`config.mk`:
```
export PLATFORM = sky130hd
export DESIGN_NAME = mem_arbiter
export DESIGN_NICKNAME = d
export VERILOG_FILES = /design/src/rtl/mem_arbiter_pkg.sv /design/src/rtl/arb_rr_pick.sv /design/src/rtl/mem_arbiter.sv
export SDC_FILE = /design/constraint.sdc
export NUM_CORES = 1
export LEC_CHECK = 0
export CAP_MARGIN = 20
export CORE_MARGIN = 2
export CORE_UTILIZATION = 39
export DETAILED_ROUTE_END_ITERATION = 8
export PLACE_DENSITY = 0.83
export SYNTH_ARGS = -nofsm -noshare
export SYNTH_HDL_FRONTEND = slang
export SYNTH_SLANG_ARGS = --single-unit
```
`constraint.sdc`:
```
create_clock -name clk -period 2 [get_ports clk]
set_clock_uncertainty 0.05 [all_clocks]
set_input_delay 0.4 -clock clk [delete_from_list [all_inputs] [get_ports clk]]
set_output_delay 0.4 -clock clk [all_outputs]
set_load 0.1 [all_outputs]
```
`src/rtl/mem_arbiter_pkg.sv`:
```
`default_nettype none
// ============================================================================
// Module      : mem_arbiter_pkg
// Description : Shared FSM state and bus-owner encodings for mem_arbiter.
// Revision    : 1.0 - initial release
// ============================================================================
package mem_arbiter_pkg;

  typedef enum logic [1:0] {
    ARB_IDLE  = 2'd0,
    ARB_ISSUE = 2'd1,
    ARB_WAIT  = 2'd2,
    ARB_ACK   = 2'd3
  } arb_state_t;

  typedef enum logic {
    OWN_CORE = 1'b0,
    OWN_DBG  = 1'b1
  } owner_t;

  function automatic owner_t other_owner(input owner_t o);
    return (o == OWN_CORE) ? OWN_DBG : OWN_CORE;
  endfunction

endpackage
`default_nettype wire

```
`src/rtl/arb_rr_pick.sv`:
```
`default_nettype none
// ============================================================================
// Module      : arb_rr_pick
// Description : Combinational two-way round-robin pick between core and debug.
// Revision    : 1.0 - initial release
// ============================================================================
module arb_rr_pick
  import mem_arbiter_pkg::*;
(
  input  logic   c_elig,
  input  logic   d_elig,
  input  owner_t last_owner,
  output logic   grant_valid,
  output owner_t grant_owner
);

  always_comb begin
    grant_valid = c_elig | d_elig;
    grant_owner = OWN_CORE;
    // On a tie the requester that did not own the bus last goes next.
    if (c_elig && d_elig) begin
      grant_owner = other_owner(last_owner);
    end else if (d_elig) begin
      grant_owner = OWN_DBG;
    end
  end

endmodule
`default_nettype wire

```
`src/rtl/mem_arbiter.sv`:
```
`default_nettype none
// ============================================================================
// Module      : mem_arbiter
// Description : Shares one memory port between the core FSM and a debug port
//               with round-robin arbitration, debug halt and response timeout.
// Revision    : 1.0 - initial release
// ============================================================================
module mem_arbiter
  import mem_arbiter_pkg::*;
#(
  parameter int AW      = 32,
  parameter int DW      = 32,
  parameter int TIMEOUT = 64,
  parameter int CW      = 7
) (
  input  logic          clk,
  input  logic          rst,
  input  logic          c_req,
  input  logic          c_we,
  input  logic [AW-1:0] c_addr,
  input  logic [DW-1:0] c_wdata,
  output logic          c_ack,
  output logic [DW-1:0] c_rdata,
  output logic          c_stall,
  input  logic          d_req,
  input  logic          d_we,
  input  logic [AW-1:0] d_addr,
  input  logic [DW-1:0] d_wdata,
  output logic          d_ack,
  output logic [DW-1:0] d_rdata,
  input  logic          d_halt,
  output logic          m_en,
  output logic          m_we,
  output logic [AW-1:0] m_addr,
  output logic [DW-1:0] m_wdata,
  input  logic          m_rvalid,
  input  logic [DW-1:0] m_rdata,
  output logic          err
);

  localparam logic [CW-1:0] TO_LAST = CW'(TIMEOUT - 1);

  arb_state_t    state, state_nxt;
  owner_t        owner, owner_nxt;
  owner_t        last_owner, last_owner_nxt;
  logic [CW-1:0] cnt, cnt_nxt;
  logic          m_en_nxt, m_we_nxt, c_ack_nxt, d_ack_nxt, err_nxt;
  logic [AW-1:0] m_addr_nxt;
  logic [DW-1:0] m_wdata_nxt, c_rdata_nxt, d_rdata_nxt;
  logic          grant_valid;
  owner_t        grant_owner;

  arb_rr_pick u_pick (
    .c_elig      (c_req && !d_halt),
    .d_elig      (d_req),
    .last_owner  (last_owner),
    .grant_valid (grant_valid),
    .grant_owner (grant_owner)
  );

  // Uses the registered ack, so the stall drops in the ack cycle itself.
  assign c_stall = c_req && !c_ack;

  always_ff @(posedge clk) begin
    if (rst) begin
      state      <= ARB_IDLE;
      owner      <= OWN_CORE;
      last_owner <= OWN_DBG;
      cnt        <= '0;
      m_en       <= 1'b0;
      m_we       <= 1'b0;
      m_addr     <= '0;
      m_wdata    <= '0;
      c_ack      <= 1'b0;
      d_ack      <= 1'b0;
      c_rdata    <= '0;
      d_rdata    <= '0;
      err        <= 1'b0;
    end else begin
      state      <= state_nxt;
      owner      <= owner_nxt;
      last_owner <= last_owner_nxt;
      cnt        <= cnt_nxt;
      m_en       <= m_en_nxt;
      m_we       <= m_we_nxt;
      m_addr     <= m_addr_nxt;
      m_wdata    <= m_wdata_nxt;
      c_ack      <= c_ack_nxt;
      d_ack      <= d_ack_nxt;
      c_rdata    <= c_rdata_nxt;
      d_rdata    <= d_rdata_nxt;
      err        <= err_nxt;
    end
  end

  always_comb begin
    state_nxt      = state;
    owner_nxt      = owner;
    last_owner_nxt = last_owner;
    cnt_nxt        = cnt;
    m_en_nxt       = 1'b0;
    m_we_nxt       = m_we;
    m_addr_nxt     = m_addr;
    m_wdata_nxt    = m_wdata;
    c_ack_nxt      = 1'b0;
    d_ack_nxt      = 1'b0;
    c_rdata_nxt    = c_rdata;
    d_rdata_nxt    = d_rdata;
    err_nxt        = 1'b0;

    unique case (state)
      ARB_IDLE: begin
        if (grant_valid) begin
          owner_nxt = grant_owner;
          m_en_nxt  = 1'b1;
          state_nxt = ARB_ISSUE;
          if (grant_owner == OWN_CORE) begin
            m_we_nxt    = c_we;
            m_addr_nxt  = c_addr;
            m_wdata_nxt = c_wdata;
          end else begin
            m_we_nxt    = d_we;
            m_addr_nxt  = d_addr;
            m_wdata_nxt = d_wdata;
          end
        end
      end
      ARB_ISSUE: begin
        cnt_nxt   = '0;
        state_nxt = ARB_WAIT;
      end
      ARB_WAIT: begin
        // A response on the final counted cycle still beats the timeout.
        if (m_rvalid || cnt == TO_LAST) begin
          state_nxt = ARB_ACK;
          err_nxt   = !m_rvalid;
          if (owner == OWN_CORE) begin
            c_ack_nxt   = 1'b1;
            c_rdata_nxt = m_rvalid ? m_rdata : '0;
          end else begin
            d_ack_nxt   = 1'b1;
            d_rdata_nxt = m_rvalid ? m_rdata : '0;
          end
        end else if (cnt != '1) begin
          cnt_nxt = cnt + 1'b1;
        end
      end
      ARB_ACK: begin
        last_owner_nxt = owner;
        state_nxt      = ARB_IDLE;
      end
      default: state_nxt = ARB_IDLE;
    endcase
  end

endmodule
`default_nettype wire

```
-- Yosys cells after proc, flatten, opt, wreduce, memory -nomap -nowiden
Cells that the tools add are included.
- bits in registers: 144
- latch bits: 0
- RAM bits: 0
- bits in read-only memories: 0
- input port bits: 168
- output and inout bits: 134
- logic and storage cells: 60
- memories: 0
- $add $sub $neg: 1
- multiply operators: 0
- div/mod/pow operators: 0
- magnitude comparators: 0
- equal/unequal tests: 9
- shifts and indexed selects: 0
- muxes and demuxes: 16
- bitwise gates (word level): 5
- reduce and logical (&&, ||, !) cells: 16
- operators with widths (cell ; number):
    two-way mux 32 bit ; 3
    two-way mux 7 bit ; 2
    one-hot mux 7 bit (2 select lines) ; 1
    AND reduction 3 bit ; 3
    inequality test 2 bit, second input constant ; 4
    one-hot mux 2 bit (4 select lines) ; 1
    adder 7 x 1 -> 7 bit, second input constant ; 1
    == test 7 x 6 -> 1 bit, second input constant ; 1
    two-way mux 1 bit ; 7
    inequality test 7 bit, second input constant ; 1
    == test 2 bit, second input constant ; 2
    two-way mux 2 bit ; 2
    NOT 1 bit ; 4
    AND reduction 2 bit ; 2
    logical AND 1 bit ; 3
    logical NOT 1 bit ; 3
    OR reduction 3 bit ; 1
    == test 2 x 1 -> 1 bit, second input constant ; 1
    logical NOT 2 bit ; 1
    nonzero test 2 bit ; 1
    OR reduction 2 bit ; 1
    logical OR 1 bit ; 1
    OR 1 bit ; 1

-- Longest topological paths before layout
- depth after elaboration: 5
- mapped depth: 8
- gate-level depth less buffers: 6

-- Cells and area by module
From an unflattened synthesis, not the netlist that was laid out.
- cells, all modules: 621
- area total of the unflattened synthesis: 5714.2 um^2
- by module, submodules not included (module ; instances ; cells an instance ; area each (um^2)):
    mem_arbiter ; 1 ; 619 ; 5700.5
    arb_rr_pick ; 1 ; 2 ; 13.8

-- Worst setup path after synthesis
No wires, ideal clock.
- path kind: reg-to-output
- start point: register c_ack
- end point: output port c_stall
- data arrival time: 2.114 ns
- required time: 1.550 ns
- path slack: -0.564 ns
- stages on the path, launching flop included: 2
- buffers on the path: 0
- path through: dfxtp_1 > nor2b_1
- longest elaborated chain between the ends: 2
- RTL lines (item ; RTL line ; text):
    start: declaration ; mem_arbiter.sv:22 ; output logic c_ack,
    start signal: assignment ; mem_arbiter.sv:88 ; c_ack <= c_ack_nxt;
    logical NOT 1 bit ; mem_arbiter.sv:62 ; assign c_stall = c_req && !c_ack;
    logical AND 1 bit ; mem_arbiter.sv:62 ;
    end: declaration ; mem_arbiter.sv:24 ; output logic c_stall,
No other way between the ends.

-- Worst setup path in the final report
- start point: register state[0]
- end point: register c_rdata[19]
- longest elaborated chain between the ends: 2
- RTL lines (item ; RTL line ; text):
    start: declaration ; mem_arbiter.sv:43 ; arb_state_t state, state_nxt;
    start signal: assignment ; mem_arbiter.sv:80 ; state <= state_nxt;
    == test 2 bit ; mem_arbiter.sv:111 ; unique case (state)
    AND reduction 3 bit (no line) ; n/a ;
    end signal: assignment ; mem_arbiter.sv:90 ; c_rdata <= c_rdata_nxt;
    end: declaration ; mem_arbiter.sv:23 ; output logic [DW-1:0] c_rdata,
No other way between the ends.
A chain may end at the register's enable or synchronous reset.

==> flow_summary.json <==
{
  "status": "completed",
  "syn_area_per_cell_um2": 7.86,
  "yosysMostFrequentCell": "a21oi_1",
  "path_clk_slew_ns": 0.06,
  "arrival_ns": 2.06,
  "startpoint_type": "flip-flop",
  "synthCells": 727,
  "cts_tree": "done",
  "antenna_cells": 0,
  "peakVddDrop_mv": 1.09,
  "async_flop_share_pct": 0,
  "grt_max_degree": 80,
  "worstSkewPairLatency_ns": 0.42,
  "min_path_cells": 2,
  "setup_viol": 0,
  "core_area_um2": 14400,
  "period_minus_slack_ns": 1.83,
  "antenna_left": 0,
  "final_core_util_pct": 65.2,
  "grt_util_all_layers_pct": 24.6,
  "first_pass_iters": 5,
  "ys_seq_elements": 144,
  "synthTopCellsByCount": "a21oi_1 (194), dfxtp_1 (144), nand2_1 (133)",
  "grt_pass1_wl_mm": 30.9,
  "ys.flop_type": "dfxtp_1",
  "synth-seq-area-share_pct": 50.5,
  "vias": 6349,
  "max_freq_mhz": 548,
  "syn_to_final_growth_pct": 64.5,
  "synth-edff-count": 0,
  "die_h_um": 125,
  "grt_busiest_layer": "met2",
  "globalplace.congestion": 0.887,
  "worst_pin_slew_ns": 0.498,
  "p_total_mw": 13.8,
  "cp_max_fo": 47,
  "io_buffer_count": 301,
  "syn-cell-area_um2": 5710,
  "num_rows": 44,
  "chipWidth_um": 125,
  "initial_core_util_pct": 39.6,
  "pre_cts_slack_ns": -0.0232,
  "drive_gt1_share_pct": 19.9,
  "met1_usage_pct": 29.6,
  "drc": 0,
  "cts_buffers": 17,
  "yosys.area.top_type": "dfxtp_1",
  "clkSinkCount": 144,
  "antenna_found_initial": 0,
  "dieArea_um2": 15600,
  "critPathRequiredTime_ns": 2.24,
  "final_max_slew_viol_count": 0,
  "drt_iter0_drc": 432,
  "rsz0062_at_grt": "false",
  "grt_overflow": 0,
  "r2r_cells": 7,
  "grt_util_met3_pct": 6.97,
  "routed_wl_mm": 19.9,
  "finalHoldViolCount": 0,
  "worstSetupPathType": "flip-flop to flip-flop",
  "clock_path_buffers": 2,
  "routed_via_density": 5.27,
  "ys_warn_count": 0,
  "wire_per_inst_um": 16.5,
  "first_global_vias": 6004,
  "syn_nets": 901,
  "holdCritPathClass": "flip-flop to flip-flop",
  "cp-end-kind": "flip-flop",
  "p_leak_nw": 3.82,
  "ys_top_cells_by_area": "dfxtp_1 (50%), a21oi_1 (17%), nand2_1 (8.7%)",
  "grt_util_met2_pct": 41.2,
  "hpwlAfterDp_mm": 14.0,
  "dp_cells": 1173,
  "relSlewSlack_pct": 66.5,
  "cap_violations": 0,
  "powerDensity_nw_per_um2": 1470,
  "fin_nets": 1182,
  "io_pins": 302,
  "fin_cells": 1205,
  "fin_crit_sh_pct": 91.3,
  "cts_root_buf": "clkbuf_16",
  "synth_cell_types": 37,
  "fin_ws_ns": 0.174,
  "synth_top_area_share_pct": 50.5,
  "cts_max_level": 4
}
## flip-flops by register name (all words and copies together) (netlist names)
signal,count
last_owner,1
err,1
owner,1
m_wdata,32
c_rdata,32
state,2
c_ack,1
d_ack,1
m_addr,32
m_we,1
d_rdata,32
m_en,1
cnt,7
## routing by layer
metal	wire length [um]	vias to the layer above
li1	-	3091
met1	7980	2930
met2	9640	292
met5	0	-
met3	1640	36
met4	612	0
## metrics by stage
step,cell area [um2],setup TNS [ns],hold WS [ns]
after floorplan,5720,0,0.392
after global placement,8730,0,0.410
after detailed placement,8730,-0.0335,0.416
after CTS,9400,0,0.424
after global routing,9400,0,0.446
final,9400,0,0.423
## area by class of cell
cell class                      instances  area [um2]
Clock buffer                           20         467
Clock inverter                         12         203
Fill cell                            1218        5020
Inverter                                5        18.8
Multi-Input combinational cell        514        2560
Sequential cell                       144        2880
Tap cell                              184         230
Timing Repair Buffer                  326        3040
## timing repair
item                       4_1_cts  5_1_grt
setup endpoints to repair        0       14
buffers inserted                 0        0
gates resized for setup          0       11
hold buffers                     0        0
## layout by cell type, fill, tap and decap left out, types with 3 or more instances in the layout
| cell type | netlist | routed |
|---|---|---|
| a211oi_1 | 3 | 3 |
| a21oi_1 | 194 | 194 |
| buf_12 | 0 | 14 |
| buf_4 | 0 | 145 |
| bufinv_16 | 0 | 5 |
| clkbuf_16 | 0 | 17 |
| clkbuf_8 | 0 | 3 |
| clkdlybuf4s50_1 | 0 | 166 |
| dfxtp_1 | 144 | 144 |
| ha_1 | 6 | 6 |
| inv_1 | 5 | 3 |
| nand2_1 | 133 | 132 |
| nand3_1 | 5 | 5 |
| nor2_1 | 8 | 6 |
| nor3_1 | 3 | 3 |
| o21ai_0 | 89 | 79 |
| o21ai_1 | 41 | 50 |
| or3_1 | 3 | 3 |
## final timing paths
| path | from | endpoint | slack [ns] |
|---|---|---|---|
| setup / recovery | state[0] | c_rdata[19] | 0.17 |
| hold / removal | d_rdata[8] | d_rdata[8] | 0.42 |
| setup reg to reg | state[0] | c_rdata[19] | 0.17 |
| hold reg to reg | d_rdata[8] | d_rdata[8] | 0.42 |
## critical path, stage by stage, from the launching register on
cell and delay, ns:
dfxtp_1 0.34, inv_2 0.09, ha_1 0.16, inv_1 0.07, o41a_2 0.51, buf_12 0.20, o21ai_1 0.17, a21oi_1 0.09
## logic make-up (layout without fill, tap and decap cells)
group           after synthesis  count (layout)  synth area share (%)
compound gates              338             338                  30.4
simple gates                168             168                  12.3
flops                       144             144                  50.5
buf+inv                      69             363                  5.19
fa+ha+maj                     6               6                  1.31
mux                           2               2                 0.350
## where the power goes
| group | internal, mW | switching, mW |
|---|---|---|
| Clock | 2.32 | 1.25 |
| Sequential | 3.38 | 0.280 |
| Combinational | 1.61 | 4.97 |
Power figures use the tool's default switching activity.
